File: src/rtl/hazard_unit_pkg.sv
// Shared types for the hazard unit: forwarding selects, wait-FSM states
// and the forwarding priority function used by both ALU operands.
package hazard_unit_pkg;

   typedef enum logic [1:0] {
      FWD_RF  = 2'b00,   // operand from the register file
      FWD_WB  = 2'b01,   // operand from ResultW
      FWD_MEM = 2'b10    // operand from ALUOutM
   } fwd_sel_e;

   typedef enum logic {
      ST_RUN  = 1'b0,
      ST_WAIT = 1'b1
   } hu_state_e;

   localparam int WAIT_CNT_W = 8;

   // Memory stage wins over writeback because it holds the younger result.
   // Register $0 is hard-wired to zero and is never forwarded.
   function automatic fwd_sel_e fwd_select(input logic [4:0] rs,
                                           input logic [4:0] wr_m,
                                           input logic       rw_m,
                                           input logic [4:0] wr_w,
                                           input logic       rw_w);
      fwd_sel_e sel;
      sel = FWD_RF;
      if (rs != 5'd0 && rs == wr_m && rw_m)      sel = FWD_MEM;
      else if (rs != 5'd0 && rs == wr_w && rw_w) sel = FWD_WB;
      return sel;
   endfunction

endpackage

File: src/rtl/hazard_unit_if.sv
// Pipeline-to-hazard-unit bundle. The pipeline (master) supplies register
// fields and control bits; the hazard unit (slave) returns stalls/flushes,
// forwarding selects, the wait error and the performance counters.
interface hazard_unit_if #(
   parameter int CNT_W = 16
);
   logic [4:0]       HU_RsD, HU_RtD, HU_RsE, HU_RtE;
   logic [4:0]       HU_WriteRegE, HU_WriteRegM, HU_WriteRegW;
   logic             HU_RegWriteE, HU_RegWriteM, HU_RegWriteW;
   logic             HU_MemToRegE, HU_MemToRegM, HU_MemWriteM;
   logic             HU_BranchD, HU_MemReadyM;

   logic             HU_StallF, HU_StallD, HU_StallE, HU_StallM;
   logic             HU_FlushE, HU_FlushW;
   logic             HU_ForwardAD, HU_ForwardBD;
   logic [1:0]       HU_ForwardAE, HU_ForwardBE;
   logic             HU_MemErr;
   logic [CNT_W-1:0] HU_StallCnt, HU_FlushCnt;

   modport master (
      output HU_RsD, HU_RtD, HU_RsE, HU_RtE,
             HU_WriteRegE, HU_WriteRegM, HU_WriteRegW,
             HU_RegWriteE, HU_RegWriteM, HU_RegWriteW,
             HU_MemToRegE, HU_MemToRegM, HU_MemWriteM,
             HU_BranchD, HU_MemReadyM,
      input  HU_StallF, HU_StallD, HU_StallE, HU_StallM,
             HU_FlushE, HU_FlushW, HU_ForwardAD, HU_ForwardBD,
             HU_ForwardAE, HU_ForwardBE, HU_MemErr,
             HU_StallCnt, HU_FlushCnt
   );

   modport slave (
      input  HU_RsD, HU_RtD, HU_RsE, HU_RtE,
             HU_WriteRegE, HU_WriteRegM, HU_WriteRegW,
             HU_RegWriteE, HU_RegWriteM, HU_RegWriteW,
             HU_MemToRegE, HU_MemToRegM, HU_MemWriteM,
             HU_BranchD, HU_MemReadyM,
      output HU_StallF, HU_StallD, HU_StallE, HU_StallM,
             HU_FlushE, HU_FlushW, HU_ForwardAD, HU_ForwardBD,
             HU_ForwardAE, HU_ForwardBE, HU_MemErr,
             HU_StallCnt, HU_FlushCnt
   );
endinterface

File: src/rtl/hu_sat_counter.sv
// W-bit event counter that sticks at all-ones instead of wrapping.
module hu_sat_counter #(
   parameter int W = 16
) (
   input  logic         clk_i,
   input  logic         rst_i,
   input  logic         inc_i,
   output logic [W-1:0] cnt_o
);
   localparam logic [W-1:0] ONE = W'(1);

   logic [W-1:0] cnt_q, cnt_d;

   // Next count: hold at all-ones once saturated.
   always_comb begin
      // NOTE: default first so every path assigns cnt_d and no latch is inferred.
      cnt_d = cnt_q;
      if (inc_i && cnt_q != '1) cnt_d = cnt_q + ONE;
   end

   // Count register.
   always_ff @(posedge clk_i or posedge rst_i) begin
      // NOTE: non-blocking assignment for state so all flops update together.
      if (rst_i) cnt_q <= '0;
      else       cnt_q <= cnt_d;
   end

   assign cnt_o = cnt_q;
endmodule

File: src/rtl/hazard_unit.sv
// Hazard controller for the 5-stage MIPS pipeline: forwarding selects,
// load-use and branch stalls, data-memory wait FSM with timeout flag,
// and saturating stall/flush cycle counters.
module hazard_unit
   import hazard_unit_pkg::*;
#(
   parameter int CNT_W   = 16,
   parameter int TIMEOUT = 15
) (
   input  logic          HU_CLK,
   input  logic          HU_RST,
   hazard_unit_if.slave  hu
);
   localparam logic [WAIT_CNT_W-1:0] TIMEOUT_C = WAIT_CNT_W'(TIMEOUT);

   hu_state_e              state_q, state_d;
   logic [WAIT_CNT_W-1:0]  wcnt_q, wcnt_d;
   logic                   memerr_q, memerr_d;
   logic                   lwstall, brstall, memwait;
   logic                   mem_hold, hazard;
   logic                   stall_f, flush_e;

   // Forwarding selects and raw hazard detection.
   always_comb begin
      hu.HU_ForwardAE = fwd_select(hu.HU_RsE, hu.HU_WriteRegM, hu.HU_RegWriteM,
                                   hu.HU_WriteRegW, hu.HU_RegWriteW);
      hu.HU_ForwardBE = fwd_select(hu.HU_RtE, hu.HU_WriteRegM, hu.HU_RegWriteM,
                                   hu.HU_WriteRegW, hu.HU_RegWriteW);
      hu.HU_ForwardAD = (hu.HU_RsD != 5'd0) && (hu.HU_RsD == hu.HU_WriteRegM) && hu.HU_RegWriteM;
      hu.HU_ForwardBD = (hu.HU_RtD != 5'd0) && (hu.HU_RtD == hu.HU_WriteRegM) && hu.HU_RegWriteM;
      lwstall = hu.HU_MemToRegE &&
                ((hu.HU_RtE == hu.HU_RsD) || (hu.HU_RtE == hu.HU_RtD));
      brstall = hu.HU_BranchD &&
                ((hu.HU_RegWriteE && ((hu.HU_WriteRegE == hu.HU_RsD) ||
                                      (hu.HU_WriteRegE == hu.HU_RtD))) ||
                 (hu.HU_MemToRegM && ((hu.HU_WriteRegM == hu.HU_RsD) ||
                                      (hu.HU_WriteRegM == hu.HU_RtD))));
      memwait = (hu.HU_MemToRegM || hu.HU_MemWriteM) && !hu.HU_MemReadyM;
   end

   // Wait FSM state, wait counter and sticky error register.
   always_ff @(posedge HU_CLK or posedge HU_RST) begin
      if (HU_RST) begin
         state_q  <= ST_RUN;
         wcnt_q   <= '0;
         memerr_q <= 1'b0;
      end else begin
         state_q  <= state_d;
         wcnt_q   <= wcnt_d;
         memerr_q <= memerr_d;
      end
   end

   // Next-state: enter WAIT on a stalled access, leave when memory is ready.
   always_comb begin
      state_d  = state_q;
      wcnt_d   = wcnt_q;
      memerr_d = memerr_q;
      unique case (state_q)
         ST_RUN: begin
            if (memwait) begin
               state_d = ST_WAIT;
               wcnt_d  = WAIT_CNT_W'(1);
            end
         end
         ST_WAIT: begin
            if (hu.HU_MemReadyM) begin
               state_d = ST_RUN;
               wcnt_d  = '0;
            end else if (wcnt_q != '1) begin
               wcnt_d = wcnt_q + WAIT_CNT_W'(1);
            end
         end
         default: state_d = ST_RUN;
      endcase
      if (wcnt_d == TIMEOUT_C) memerr_d = 1'b1;
   end

   // Outputs: a memory hold freezes F..M and bubbles W; otherwise hazards
   // stall F/D and clear E. Reset forces every stall and flush low.
   always_comb begin
      mem_hold = 1'b0;
      if (!HU_RST) begin
         if (state_q == ST_WAIT) mem_hold = !hu.HU_MemReadyM;
         else                    mem_hold = memwait;
      end
      hazard  = (lwstall || brstall) && !HU_RST;
      stall_f = mem_hold || hazard;
      flush_e = !mem_hold && hazard;
      hu.HU_StallF = stall_f;
      hu.HU_StallD = stall_f;
      hu.HU_FlushE = flush_e;
      hu.HU_StallE = mem_hold;
      hu.HU_StallM = mem_hold;
      hu.HU_FlushW = mem_hold;
      hu.HU_MemErr = memerr_q;
   end

   hu_sat_counter #(.W(CNT_W)) u_stall_cnt (
      .clk_i (HU_CLK),
      .rst_i (HU_RST),
      .inc_i (stall_f),
      .cnt_o (hu.HU_StallCnt)
   );

   hu_sat_counter #(.W(CNT_W)) u_flush_cnt (
      .clk_i (HU_CLK),
      .rst_i (HU_RST),
      .inc_i (flush_e),
      .cnt_o (hu.HU_FlushCnt)
   );
endmodule

File: src/flat_wrapper.sv
// flat-port wrapper written by rule: the top's interface ports become plain ports
module hazard_unit_flat import hazard_unit_pkg::*;
#(
   parameter int CNT_W   = 16,
   parameter int TIMEOUT = 15
)
  (HU_CLK, HU_RST, hu_HU_RsD, hu_HU_RtD, hu_HU_RsE, hu_HU_RtE, hu_HU_WriteRegE, hu_HU_WriteRegM, hu_HU_WriteRegW, hu_HU_RegWriteE, hu_HU_RegWriteM, hu_HU_RegWriteW, hu_HU_MemToRegE, hu_HU_MemToRegM, hu_HU_MemWriteM, hu_HU_BranchD, hu_HU_MemReadyM, hu_HU_StallF, hu_HU_StallD, hu_HU_StallE, hu_HU_StallM, hu_HU_FlushE, hu_HU_FlushW, hu_HU_ForwardAD, hu_HU_ForwardBD, hu_HU_ForwardAE, hu_HU_ForwardBE, hu_HU_MemErr, hu_HU_StallCnt, hu_HU_FlushCnt);
  hazard_unit_if #(.CNT_W(CNT_W)) hu_i ();
  input  logic HU_CLK;
  input  logic HU_RST;
  input wire logic [$bits(hu_i.HU_RsD)-1:0] hu_HU_RsD;
  input wire logic [$bits(hu_i.HU_RtD)-1:0] hu_HU_RtD;
  input wire logic [$bits(hu_i.HU_RsE)-1:0] hu_HU_RsE;
  input wire logic [$bits(hu_i.HU_RtE)-1:0] hu_HU_RtE;
  input wire logic [$bits(hu_i.HU_WriteRegE)-1:0] hu_HU_WriteRegE;
  input wire logic [$bits(hu_i.HU_WriteRegM)-1:0] hu_HU_WriteRegM;
  input wire logic [$bits(hu_i.HU_WriteRegW)-1:0] hu_HU_WriteRegW;
  input wire logic [$bits(hu_i.HU_RegWriteE)-1:0] hu_HU_RegWriteE;
  input wire logic [$bits(hu_i.HU_RegWriteM)-1:0] hu_HU_RegWriteM;
  input wire logic [$bits(hu_i.HU_RegWriteW)-1:0] hu_HU_RegWriteW;
  input wire logic [$bits(hu_i.HU_MemToRegE)-1:0] hu_HU_MemToRegE;
  input wire logic [$bits(hu_i.HU_MemToRegM)-1:0] hu_HU_MemToRegM;
  input wire logic [$bits(hu_i.HU_MemWriteM)-1:0] hu_HU_MemWriteM;
  input wire logic [$bits(hu_i.HU_BranchD)-1:0] hu_HU_BranchD;
  input wire logic [$bits(hu_i.HU_MemReadyM)-1:0] hu_HU_MemReadyM;
  output wire logic [$bits(hu_i.HU_StallF)-1:0] hu_HU_StallF;
  output wire logic [$bits(hu_i.HU_StallD)-1:0] hu_HU_StallD;
  output wire logic [$bits(hu_i.HU_StallE)-1:0] hu_HU_StallE;
  output wire logic [$bits(hu_i.HU_StallM)-1:0] hu_HU_StallM;
  output wire logic [$bits(hu_i.HU_FlushE)-1:0] hu_HU_FlushE;
  output wire logic [$bits(hu_i.HU_FlushW)-1:0] hu_HU_FlushW;
  output wire logic [$bits(hu_i.HU_ForwardAD)-1:0] hu_HU_ForwardAD;
  output wire logic [$bits(hu_i.HU_ForwardBD)-1:0] hu_HU_ForwardBD;
  output wire logic [$bits(hu_i.HU_ForwardAE)-1:0] hu_HU_ForwardAE;
  output wire logic [$bits(hu_i.HU_ForwardBE)-1:0] hu_HU_ForwardBE;
  output wire logic [$bits(hu_i.HU_MemErr)-1:0] hu_HU_MemErr;
  output wire logic [$bits(hu_i.HU_StallCnt)-1:0] hu_HU_StallCnt;
  output wire logic [$bits(hu_i.HU_FlushCnt)-1:0] hu_HU_FlushCnt;
  assign hu_i.HU_RsD = hu_HU_RsD;
  assign hu_i.HU_RtD = hu_HU_RtD;
  assign hu_i.HU_RsE = hu_HU_RsE;
  assign hu_i.HU_RtE = hu_HU_RtE;
  assign hu_i.HU_WriteRegE = hu_HU_WriteRegE;
  assign hu_i.HU_WriteRegM = hu_HU_WriteRegM;
  assign hu_i.HU_WriteRegW = hu_HU_WriteRegW;
  assign hu_i.HU_RegWriteE = hu_HU_RegWriteE;
  assign hu_i.HU_RegWriteM = hu_HU_RegWriteM;
  assign hu_i.HU_RegWriteW = hu_HU_RegWriteW;
  assign hu_i.HU_MemToRegE = hu_HU_MemToRegE;
  assign hu_i.HU_MemToRegM = hu_HU_MemToRegM;
  assign hu_i.HU_MemWriteM = hu_HU_MemWriteM;
  assign hu_i.HU_BranchD = hu_HU_BranchD;
  assign hu_i.HU_MemReadyM = hu_HU_MemReadyM;
  assign hu_HU_StallF = hu_i.HU_StallF;
  assign hu_HU_StallD = hu_i.HU_StallD;
  assign hu_HU_StallE = hu_i.HU_StallE;
  assign hu_HU_StallM = hu_i.HU_StallM;
  assign hu_HU_FlushE = hu_i.HU_FlushE;
  assign hu_HU_FlushW = hu_i.HU_FlushW;
  assign hu_HU_ForwardAD = hu_i.HU_ForwardAD;
  assign hu_HU_ForwardBD = hu_i.HU_ForwardBD;
  assign hu_HU_ForwardAE = hu_i.HU_ForwardAE;
  assign hu_HU_ForwardBE = hu_i.HU_ForwardBE;
  assign hu_HU_MemErr = hu_i.HU_MemErr;
  assign hu_HU_StallCnt = hu_i.HU_StallCnt;
  assign hu_HU_FlushCnt = hu_i.HU_FlushCnt;
  hazard_unit #(.CNT_W(CNT_W), .TIMEOUT(TIMEOUT)) u_core (.HU_CLK(HU_CLK), .HU_RST(HU_RST), .hu(hu_i));
endmodule
File: config.mk
export PLATFORM = sky130hd
export DESIGN_NAME = hazard_unit_flat
export DESIGN_NICKNAME = d
export VERILOG_FILES = /design/src/rtl/hazard_unit_pkg.sv /design/src/rtl/hazard_unit_if.sv /design/src/rtl/hu_sat_counter.sv /design/src/rtl/hazard_unit.sv /design/src/flat_wrapper.sv
export SDC_FILE = /design/constraint.sdc
export NUM_CORES = 1
export LEC_CHECK = 0
export CAP_MARGIN = 25
export CORE_MARGIN = 2
export CORE_UTILIZATION = 29
export DETAILED_ROUTE_END_ITERATION = 12
export HOLD_SLACK_MARGIN = 0.08
export PLACE_DENSITY = 0.54
export REMOVE_ABC_BUFFERS = 1
export SLEW_MARGIN = 20
export SYNTH_ARGS = -nofsm -noshare
export SYNTH_HDL_FRONTEND = slang
export SYNTH_SLANG_ARGS = --single-unit
File: constraint.sdc
create_clock -name HU_CLK -period 3.16 [get_ports HU_CLK]
set_input_delay 0.79 -clock HU_CLK [delete_from_list [all_inputs] [get_ports HU_CLK]]
set_output_delay 0.79 -clock HU_CLK [all_outputs]
set_load 0.1 [all_outputs]
Word level (Yosys, flattened, before mapping) --
Index checks and enable logic that the tools add are counted.
Word-level totals: register bits after elaboration 42, input port bits 45, output and inout bits 45, word-level logic and storage cells 73
Cells by class: add/sub/neg operators 3, equal/unequal tests 16, muxes and demuxes 13, bitwise operators 1, reduce and logical (&&, ||, !) cells 35
Operators with widths (number):
- equality test 5 bit | 12
- adder 16 x 1 -> 16 bit, second input constant | 2
- inequality test 16 bit, second input constant | 2
- 2-to-1 mux 8 bit | 3
- logical AND 1 bit | 21
- nonzero test 5 bit | 4
- one-hot mux 8 bit (2 select lines) | 1
- adder 8 x 1 -> 8 bit, second input constant | 1
- equality test 8 x 4 -> 1 bit, second input constant | 1
- inequality test 8 bit, second input constant | 1
- logical OR 1 bit | 7
- 2-to-1 mux 1 bit | 6
- 2-to-1 mux 2 bit | 2
- logical NOT 1 bit | 3
- one-hot mux 1 bit (2 select lines) | 1
- inverter 1 bit | 1

Depth between registers and ports, before layout --
depth in word-level cells 9, mapped depth 9, mapped depth without buffers 8

Cells and area by module --
From an unflattened synthesis, not the netlist that was laid out.
Second synthesis, totals: cells, all modules 303, area total of the unflattened synthesis 2905.3 µm²
By module, submodules not included:
- hu_sat_counter | times used 2, cells each 71, area an instance 805.8 µm², seq. area each 400.4 µm²
- hazard_unit | times used 1, cells each 161, area an instance 1293.7 µm², seq. area each 250.2 µm²

Worst setup path before layout --
Ideal clock, no wire load.
path type input-to-output, from input port hu_HU_RtE[3], to output port hu_HU_ForwardBE[0], data arrival time 6199 ps, data required time 2370 ps, path slack -3829 ps, cell stages on the path 5, path buffers 1, path through clkbuf_1 > or4_1 > nor2_1 > nor4_1 > nor4_1
On the way: longest elaborated chain between the ends 5, elaborated cells between the ends (all ways) 9, classes of those cells eq/ne: 2; mux: 2; reduce/logical: 5
Ends and longest elaborated chain:
- from (decl) | RTL line flat_wrapper.sv:14 | input wire logic [$bits(hu_i.HU_RtE)-1:0] hu_HU_RtE;
- equality test 5 bit or nonzero test 5 bit (tied branches) | RTL line hazard_unit_pkg.sv:28, hazard_unit_pkg.sv:27
- logical AND 1 bit (2 in a row) | RTL line hazard_unit_pkg.sv:28 | else if (rs != 5'd0 && rs == wr_w && rw_w) sel = FWD_WB;
- 2-to-1 mux 1 bit | RTL line hazard_unit_pkg.sv:28
- 2-to-1 mux 2 bit (*) | RTL line hazard_unit_pkg.sv:27 | if (rs != 5'd0 && rs == wr_m && rw_m) sel = FWD_MEM;
- to (decl) | RTL line flat_wrapper.sv:35 | output wire logic [$bits(hu_i.HU_ForwardBE)-1:0] hu_HU_ForwardBE;
Mark *: on every way between the ends. The rest lies on a longest branch, timed or not.

Final worst setup path --
from input port hu_HU_RsD[1], to output port hu_HU_FlushE
On the way: longest elaborated chain between the ends 8, elaborated cells between the ends (all ways) 14, classes of those cells eq/ne: 3; reduce/logical: 11
Ends and longest elaborated chain:
- from (decl) | RTL line flat_wrapper.sv:11 | input wire logic [$bits(hu_i.HU_RsD)-1:0] hu_HU_RsD;
- equality test 5 bit (on tied branches) | RTL line hazard_unit.sv:34, hazard_unit.sv:36
- logical OR 1 bit (on tied branches) | RTL line hazard_unit.sv:34, hazard_unit.sv:36
- logical AND 1 bit (on tied branches) | RTL line hazard_unit.sv:34, hazard_unit.sv:36
- logical OR 1 bit | RTL line hazard_unit.sv:35 | (hu.HU_WriteRegE == hu.HU_RtD))) ||
- logical AND 1 bit | RTL line hazard_unit.sv:33 | brstall = hu.HU_BranchD &&
- logical OR 1 bit (*) | RTL line hazard_unit.sv:87 | hazard = (lwstall || brstall) && !HU_RST;
- logical AND 1 bit (*) | RTL line hazard_unit.sv:87
- logical AND 1 bit (*) | RTL line hazard_unit.sv:89 | flush_e = !mem_hold && hazard;
- to (decl) | RTL line flat_wrapper.sv:30 | output wire logic [$bits(hu_i.HU_FlushE)-1:0] hu_HU_FlushE;
Marks and branches as above.

==> impl_metrics.csv <==
group,metric,value,unit
layout,fin_nets,467,
setup_path,cp_num_buf_inv,3,
layout,regArea,1050,µm²
yosys,synth_top_flop_cell,"dfrtp_1",
yosys,seq_area_frac_synth,37.7,%
setup_path,slowest_delay,310,ps
detailed_routing,drc,0,
yosys,synth_top_family_by_area,"XOR/XNOR gates",
global_routing,grt_max_degree,27,
global_routing,antenna_found_initial,0,
layout,drive_gt1_share,33.1,%
yosys,synth.avg_cell_area,9.51,µm²
run_status,status,"finished, final reports clean",
die,coreArea,9280,µm²
detailed_routing,avgViaCountPerCell,4.65,
sta,tightest_slew,673,ps
setup_path,crit_fanout,4,
setup_path,crit_path_top_delay_cell,"dlygate4sd2_1",
layout,nFillCells,958,
power,pwr_density_cell,459,nW/µm²
sta,clock_skew,6.83,ps
yosys,ys_seq_elements,42,
power,ir_drop,336,µV
power,leakagePower,1.89,nW
yosys,synth_warnings,0,
detailed_routing,ant_nets,0,
yosys,yosysMostFrequentCell,"xnor2_1",
yosys,synthCells,293,
setup_path,r2r_cells,6,
clock_tree,h-tree-depth,2,
yosys,yosys.area.top_type,"dfrtp_1",
yosys,synth_edf_count,0,
detailed_routing,wl,7.35,mm
yosys,ys_async_sr_fraction,100,%
yosys,synth_area,2790,µm²
yosys,synth_area_leaders,"dfrtp_1, xnor2_1, xor2_1, nand4_1, nand2_1",
layout,multi_input_area,1740,µm²
die,rows,35,
die,die_h,102,µm
global_routing,grt_overflow,0,
die,start_util,30.0,%
clock_tree,cts.sinks,42,
die,dieArea,10400,µm²
clock_tree,clock-root-buffer,"clkbuf_8",
yosys,synth.distinct_cells,46,
clock_tree,cts_buffer_depth,2,
layout,area_growth,53.0,%
setup_path,end_kind,"primary output",
detailed_routing,firstDrtPassIters,4,
sta,grt_setup_unrepaired,"no",
global_routing,globalRouteTotalUtil,14.9,%
setup_path,worst-setup-path-type,"in -> out",
global_routing,grt_pass1_vias,2583,
sta,hold_violations,0,
yosys,synthTopCellsByCount,"xnor2_1, dfrtp_1, nand2_1",
setup_path,crit_cells,9,
clock_tree,insertion_delay,300,ps
yosys,synth-adder-area-share,1.35,%
clock_tree,cts_buffers,5,
sta,max_freq,322,MHz
setup_path,critPathTopFamily,"buffers and inverters",
yosys,synth_compound_area_share,8.31,%
clock_tree,cts_tree,"yes",
yosys,netlist.area_leader.share,37.7,%
die,dieWidth,102,µm
hold_path,min_path_cells,1,
setup_path,crit_arrival,2310,ps
sta,period_needed,3100,ps
placed_design,buffer_ports.inserted,89,
clock_tree,cts_hold_buf,0,
setup_path,cp.required,2370,ps
yosys,synth_xor_area_share,24.8,%
sta,final-max-slew-violation-count,0,
global_routing,grt_pass1_wl,12.4,mm
detailed_routing,route.vias.total,2552,
power,power.total,0.00196,W
placed_design,gp_congestion,0.885,
clock_tree,clkSlewWorstSetupHoldPaths,90,ps
sta,whs,487,ps
setup_path,path_cells,"dlygate4sd2_1, xor2_1, nor2_1, and3_4, o31ai_4, and2_4, nor3_4, buf_6, buf_12",
sta,setup_violations,0,
detailed_routing,drt_iter0_drc,67,
setup_path,cp-start-kind,"primary input",
sta,finalCritPeriodShare,98.2,%
yosys,synthMuxAreaShare,1.17,%
detailed_routing,wl_per_cell,13.4,µm
yosys,yosys.area_share.simple,23.4,%
sta,max-slew-margin-rel,55.1,%
hold_path,holdCritPathClass,"reg -> reg",
placed_design,post-dp-hpwl,5.80,mm
layout,insertedDiodeCount,0,
flow_run,cap_violations,0,
die,io_pins,90,
[area by class of cell]
cell class / count / area share, %
multi-input combinational: 232 / 40.7
timing repair buffer: 132 / 27.7
sequential: 42 / 24.6
tap: 129 / 3.79
clock buffer: 5 / 1.61
clock inverter: 3 / 1.03
inverter: 6 / 0.528
[cell usage in the layout (no fill, tap or decap), types with 6 or more instances in the layout]
cell type        instances
buf_12                  13
dfrtp_1                 42
and3_1                  10
dlygate4sd2_1            9
xnor2_1                 56
nor2_1                  20
clkdlybuf4s50_1         14
nand2_1                 22
clkbuf_2                14
buf_4                   72
xor2_1                  22
o21ai_0                  6
nand4_1                 21
nand3_1                 10
[power breakdown]
| group | internal (W) | total, W | switching, W |
|---|---|---|---|
| combinational | 0.000256 | 0.000861 | 0.000605 |
| sequential | 0.000593 | 0.000665 | 0.0000716 |
| clock | 0.000237 | 0.000431 | 0.000194 |
[kinds of logic (layout without fill, tap and decap cells)]
kind of cell,count (synthesis),after routing
muxes,3,3
AOI/OAI and AO/OA,29,29
xor gates and xnor gates,79,79
DFF,42,42
buffers and inverters,19,146
and+or+nand+nor,118,118
adders and majority gates,3,3
[per-stage QoR]
step / setup TNS [ps] / setup WS, ps / utilization [%] / cells / instance area, µm²
after global routing: 0 / 0.676 / 45.9 / 549 / 4260
after floorplan: -19860 / -3520 / - / 280 / 2720
final: 0 / 56.6 / 45.9 / 549 / 4260
after detailed placement: -1650 / -329 / 43.8 / 531 / 4070
after CTS: -2.26 / -2.26 / 46.0 / 547 / 4270
after global placement: -1470 / -302 / 43.8 / 531 / 4070
[routing by layer]
layer,share of wire (%),routed length (µm),up-vias,GRT usage [%]
met3,5.1,374,7,3.56
met1,49,3630,1197,21.1
met2,45,3300,61,23.2
li1,-,-,1287,-
met4,0.65,48,0,3.08
met5,0,0,-,0
[sequential cells by signal, summed over array words and instances, names as in the netlist]
name,count
u_core.wcnt_q,8
u_core.hu.HU_MemErr,1
u_core.u_stall_cnt.cnt_o,16
u_core.u_flush_cnt.cnt_o,16
u_core.state_q,1
[path summary, 6_finish.rpt]
kind,from,to,slack [ps]
worst max-delay path,hu_HU_RsD[1],hu_HU_FlushE,60
worst min-delay path,u_core.hu.HU_MemErr,u_core.hu.HU_MemErr,490
worst max register to register,u_core.u_flush_cnt.cnt_o[0],u_core.u_flush_cnt.cnt_o[1],1110
worst min register to register,u_core.hu.HU_MemErr,u_core.hu.HU_MemErr,490
max in group asynchronous,HU_RST,u_core.u_stall_cnt.cnt_o[12],1400
min in group asynchronous,HU_RST,u_core.u_stall_cnt.cnt_o[11],1180
[timing repair]
| item | 4_1_cts | 5_1_grt |
|---|---|---|
| setup endpoints to repair | 7 | 13 |
| resized for setup | 55 | 34 |
| pin swaps | 13 | 17 |
| setup buffers | 8 | 1 |
| gates cloned | 0 | 1 |
[worst register-to-register path: cells and delay by family, from the launching register on]
kind,cells,cell delay (ps)
mux,1,340
flops,1,440
simple gates,1,250
fa+ha+maj,1,250
buf+inv,1,210
compound gates,2,460
(Power assumes the default switching activity.)
==> RTL edit 1, RTL diff (same settings) <==
`CNT_W` is set to 16 in 3 places; all go to 20.
--- a/src/rtl/hazard_unit_if.sv
+++ b/src/rtl/hazard_unit_if.sv
@@ -2,7 +2,7 @@
 // fields and control bits; the hazard unit (slave) returns stalls/flushes,
 // forwarding selects, the wait error and the performance counters.
 interface hazard_unit_if #(
-   parameter int CNT_W = 16
+   parameter int CNT_W = 20
 );
    logic [4:0]       HU_RsD, HU_RtD, HU_RsE, HU_RtE;
    logic [4:0]       HU_WriteRegE, HU_WriteRegM, HU_WriteRegW;
--- a/src/rtl/hazard_unit.sv
+++ b/src/rtl/hazard_unit.sv
@@ -4,7 +4,7 @@
 module hazard_unit
    import hazard_unit_pkg::*;
 #(
-   parameter int CNT_W   = 16,
+   parameter int CNT_W   = 20,
    parameter int TIMEOUT = 15
 ) (
    input  logic          HU_CLK,
--- a/src/flat_wrapper.sv
+++ b/src/flat_wrapper.sv
@@ -1,7 +1,7 @@
 // flat-port wrapper written by rule: the top's interface ports become plain ports
 module hazard_unit_flat import hazard_unit_pkg::*;
 #(
-   parameter int CNT_W   = 16,
+   parameter int CNT_W   = 20,
    parameter int TIMEOUT = 15
 )
   (HU_CLK, HU_RST, hu_HU_RsD, hu_HU_RtD, hu_HU_RsE, hu_HU_RtE, hu_HU_WriteRegE, hu_HU_WriteRegM, hu_HU_WriteRegW, hu_HU_RegWriteE, hu_HU_RegWriteM, hu_HU_RegWriteW, hu_HU_MemToRegE, hu_HU_MemToRegM, hu_HU_MemWriteM, hu_HU_BranchD, hu_HU_MemReadyM, hu_HU_StallF, hu_HU_StallD, hu_HU_StallE, hu_HU_StallM, hu_HU_FlushE, hu_HU_FlushW, hu_HU_ForwardAD, hu_HU_ForwardBD, hu_HU_ForwardAE, hu_HU_ForwardBE, hu_HU_MemErr, hu_HU_StallCnt, hu_HU_FlushCnt);
Ports: changed (resized hu_HU_FlushCnt and hu_HU_StallCnt); port bits go from 90 to 98. The function was not compared with the original's and may differ.
==> RTL edit 1 against the unedited design <==
- sequential cell count increased by 8
- area after synthesis grew 15%
- highest routed layer unchanged
- routed wire length grew 19%
- synthesized cell count increased by 13%
- cell area increased by 13%
- sequential power grew 14%
- critical endpoint is now hu_HU_ForwardBE[0]
- power is 1.3% higher
- largest cell class unchanged
- setup slack improved by 22 ps
==> RTL edit 1: results (changes against the unedited design) <==
metric,value,unit,change
GRT met1 Usage,20.06,%,-0.99 points
synth unique cells,49,,+6.5%
largest net degree at the start of global routing,51,,+89%
register area share after synthesis,39.00,%,+1.3 points
area share of fa/ha/maj cells after synthesis,1.170,%,-0.18 points
max_slew headroom,56.14,%,+1.1 points
run status,"complete, no violations",,
worst reg-to-reg path cell count,8,,+2
Worst Setup SP,hu_HU_RtE[1],,
Final Skew,13.58,ps,+6.750 ps
CP Max Fanout,3,,-1
wl on met1,3.972,mm,+9.6%
leakage,2.077,nW,+10%
Final nets,515,,+10%
drt wl/cell,14.40,µm,+7.6%
Worst EP arrival,2290,ps,-20 ps
met2 Use GR,26.26,%,+3.0 points
DR WL met2,4.377,mm,+33%
"top cells by area, synth","dfrtp_1 (39%), xnor2_1 (21%), nand4_1 (4.5%)",,
Avg Inst Size Synth,9.692,µm²,+1.9%
placed cells,595,,+12%
drt via density,4.831,,+3.9%
first-pass GRT wire length,14.55,mm,+17%
RD Place Congestion,0.8498,,-4.0%
maximum VDD drop,0.0003965,V,+18%
xor/xnor share of the synthesized area,22.93,%,-1.9 points
worst skew pair latency,310,ps,
Worst setup endpoint,hu_HU_ForwardBE[0],,
Psw,873.7,µW,+0.31%
initial DRC count,102,,+52%
Finished Layout Cells,608,,+11%
fillers,1087,,+13%
post-synthesis mux area share,1.755,%,+0.59 points
hpwl dp,6.781,mm,+17%
flop2flop setup slack,860,ps,-250 ps
==> RTL edit 1: final cells by class <==
type,count,share of cell area [%]
multi-input cells,264,40.83
well taps,140,3.648
inverters,3,0.2345
flip-flops and latches,50,26.06
clock buffers,5,1.433
clock inverters,3,0.4950
repair buffers,143,27.31
==> RTL edit 1: power by group through the flow <==
stage,logic [mW],registers (mW),clock network (mW)
floorplan,0.220,1.10,0
global placement,0.828,0.766,0
detailed placement,0.833,0.768,0
CTS,0.831,0.756,0.416
global route,0.875,0.766,0.434
finish,0.829,0.756,0.398
==> RTL edit 1: metrics by stage <==
stage / area [µm²] / setup TNS [ps] / setup WS (ps)
finish: 4802 / 0 / 78.13
global placement: 4621 / -1379 / -333.3
CTS: 4766 / 0 / 2.749
global route: 4802 / -9.828 / -9.828
detailed placement: 4621 / -1536 / -325.4
floorplan: 3124 / -30200 / -4525
==> RTL edit 1: repair_timing <==
item,CTS,global route
pin swaps,13,9
cloned,0,0
setup buffers,3,2
resized for setup,54,12
setup endpoints to repair,9,6
==> RTL edit 2, RTL diff (same settings) <==
Made on the original files. Make the reset (`HU_RST` and `rst_i`) synchronous in 2 clocked blocks.
--- a/src/rtl/hu_sat_counter.sv
+++ b/src/rtl/hu_sat_counter.sv
@@ -19,7 +19,7 @@
    end
 
    // Count register.
-   always_ff @(posedge clk_i or posedge rst_i) begin
+   always_ff @(posedge clk_i) begin
       // NOTE: non-blocking assignment for state so all flops update together.
       if (rst_i) cnt_q <= '0;
       else       cnt_q <= cnt_d;
--- a/src/rtl/hazard_unit.sv
+++ b/src/rtl/hazard_unit.sv
@@ -39,7 +39,7 @@
    end
 
    // Wait FSM state, wait counter and sticky error register.
-   always_ff @(posedge HU_CLK or posedge HU_RST) begin
+   always_ff @(posedge HU_CLK) begin
       if (HU_RST) begin
          state_q  <= ST_RUN;
          wcnt_q   <= '0;
Formal check against the unedited RTL: differs if HU_RST is asserted again (counterexample within 4 cycles, from zero or initial values and one cycle with HU_RST high); with HU_RST held inactive, the same outputs for 10 cycles.
==> RTL edit 2 against the unedited design <==
- area after synthesis up 6.4%
- count of clock-buffer cells in the layout unchanged
- via count increased by 16%
- critical path depth down 2
- utilization fell by 0.61 points
- routed wire length rose by 17%
- cell area rose by 4.8%
- sequential cell count unchanged
- setup slack worse by 13 ps
- highest routed layer unchanged
Power is not compared: it rests on default switching activity, and its combinational part moved more than twofold at a synthesized area within 25%.
==> RTL edit 2: results (changes against the unedited design) <==
metric,value,unit,change
largest net degree at the start of global routing,29,,+7.4%
met2 Use GR,26.07,%,+2.8 points
"Buffers, non-clock",145,,+9.8%
overall power,1.239,mW,
buffering overhead,29.44,%,+1.7 points
"top cells by area, synth","dfxtp_1 (28%), xnor2_1 (16%), nor2_1 (6.3%)",,
synth unique cells,53,,+15%
hpwl dp,7.003,mm,+21%
Multi-In Gates,294,,+27%
Min-Delay Endpoint,u_core.hu.HU_MemErr,,
area grow syn2layout,50.82,%,
Finished Layout Cells,627,,+14%
"top cells by count, synth","xnor2_1 (53), nor2_1 (50), dfxtp_1 (42)",,
DP Area,0.004337,mm²,+6.6%
drt wl/cell,13.73,µm,+2.5%
Final nets,542,,+16%
worst skew pair latency,280,ps,-20 ps
vias,2967,,+16%
Post-Synthesis Cells,362,,+24%
worst hold slack,465.2,ps,-22.24 ps
first-pass GRT wire length,14.18,mm,+14%
CP Max Fanout,2,,-2
worst hold start,u_core.hu.HU_MemErr,,
fraction of layout cells with a size suffix above 1,29.35,%,-3.7 points
Critical-path top delay cell,or4_4,,
register area share after synthesis,28.37,%,-9.4 points
placed cells,618,,+16%
FF-to-FF End,u_core.u_stall_cnt.cnt_o[12],,
Worst EP arrival,2330,ps,+20 ps
met3 GRT Util,2.495,%,-1.1 points
total global-route track usage,15.42,%,+0.56 points
wl on met1,4.170,mm,+15%
RD Place Congestion,0.8122,,-8.2%
fillers,987,,+3.0%
ys flop type,dfxtp_1,,
run status,"complete, no violations",,
initial DRC count,123,,+84%
post-cts resize count,52,,-5.5%
Clock-cell share,1.763,%,-0.88 points
Met3 Wirelength,173,µm,-54%
RTL edit 2: worst max path at each step:
stage	from	endpoint	slack [ps]	depth (start not counted)
3_3_place_gp	hu_HU_RtE[0]	hu_HU_ForwardBE[0]	-260	7
5_1_grt	hu_HU_RsE[1]	hu_HU_ForwardAE[0]	-20	7
6_report	hu_HU_RsE[1]	hu_HU_ForwardAE[0]	40	7
3_5_place_dp	hu_HU_RtE[0]	hu_HU_ForwardBE[0]	-310	7
2_1_floorplan	hu_HU_RsE[2]	hu_HU_ForwardAE[0]	-3520	4
4_1_cts	hu_HU_WriteRegM[1]	hu_HU_StallD	0.6	8
RTL edit 2: cells by family (layout without fill, tap and decap cells):
logic type / after synthesis / in the layout / synth area share, %
adders and majority gates: 3 / 3 / 1.266
xor gates and xnor gates: 68 / 68 / 20.09
DFF: 42 / 42 / 28.37
and+or+nand+nor: 159 / 159 / 27.61
muxes: 8 / 8 / 2.955
buffers and inverters: 26 / 158 / 4.896
AOI/OAI and AO/OA: 56 / 56 / 14.82
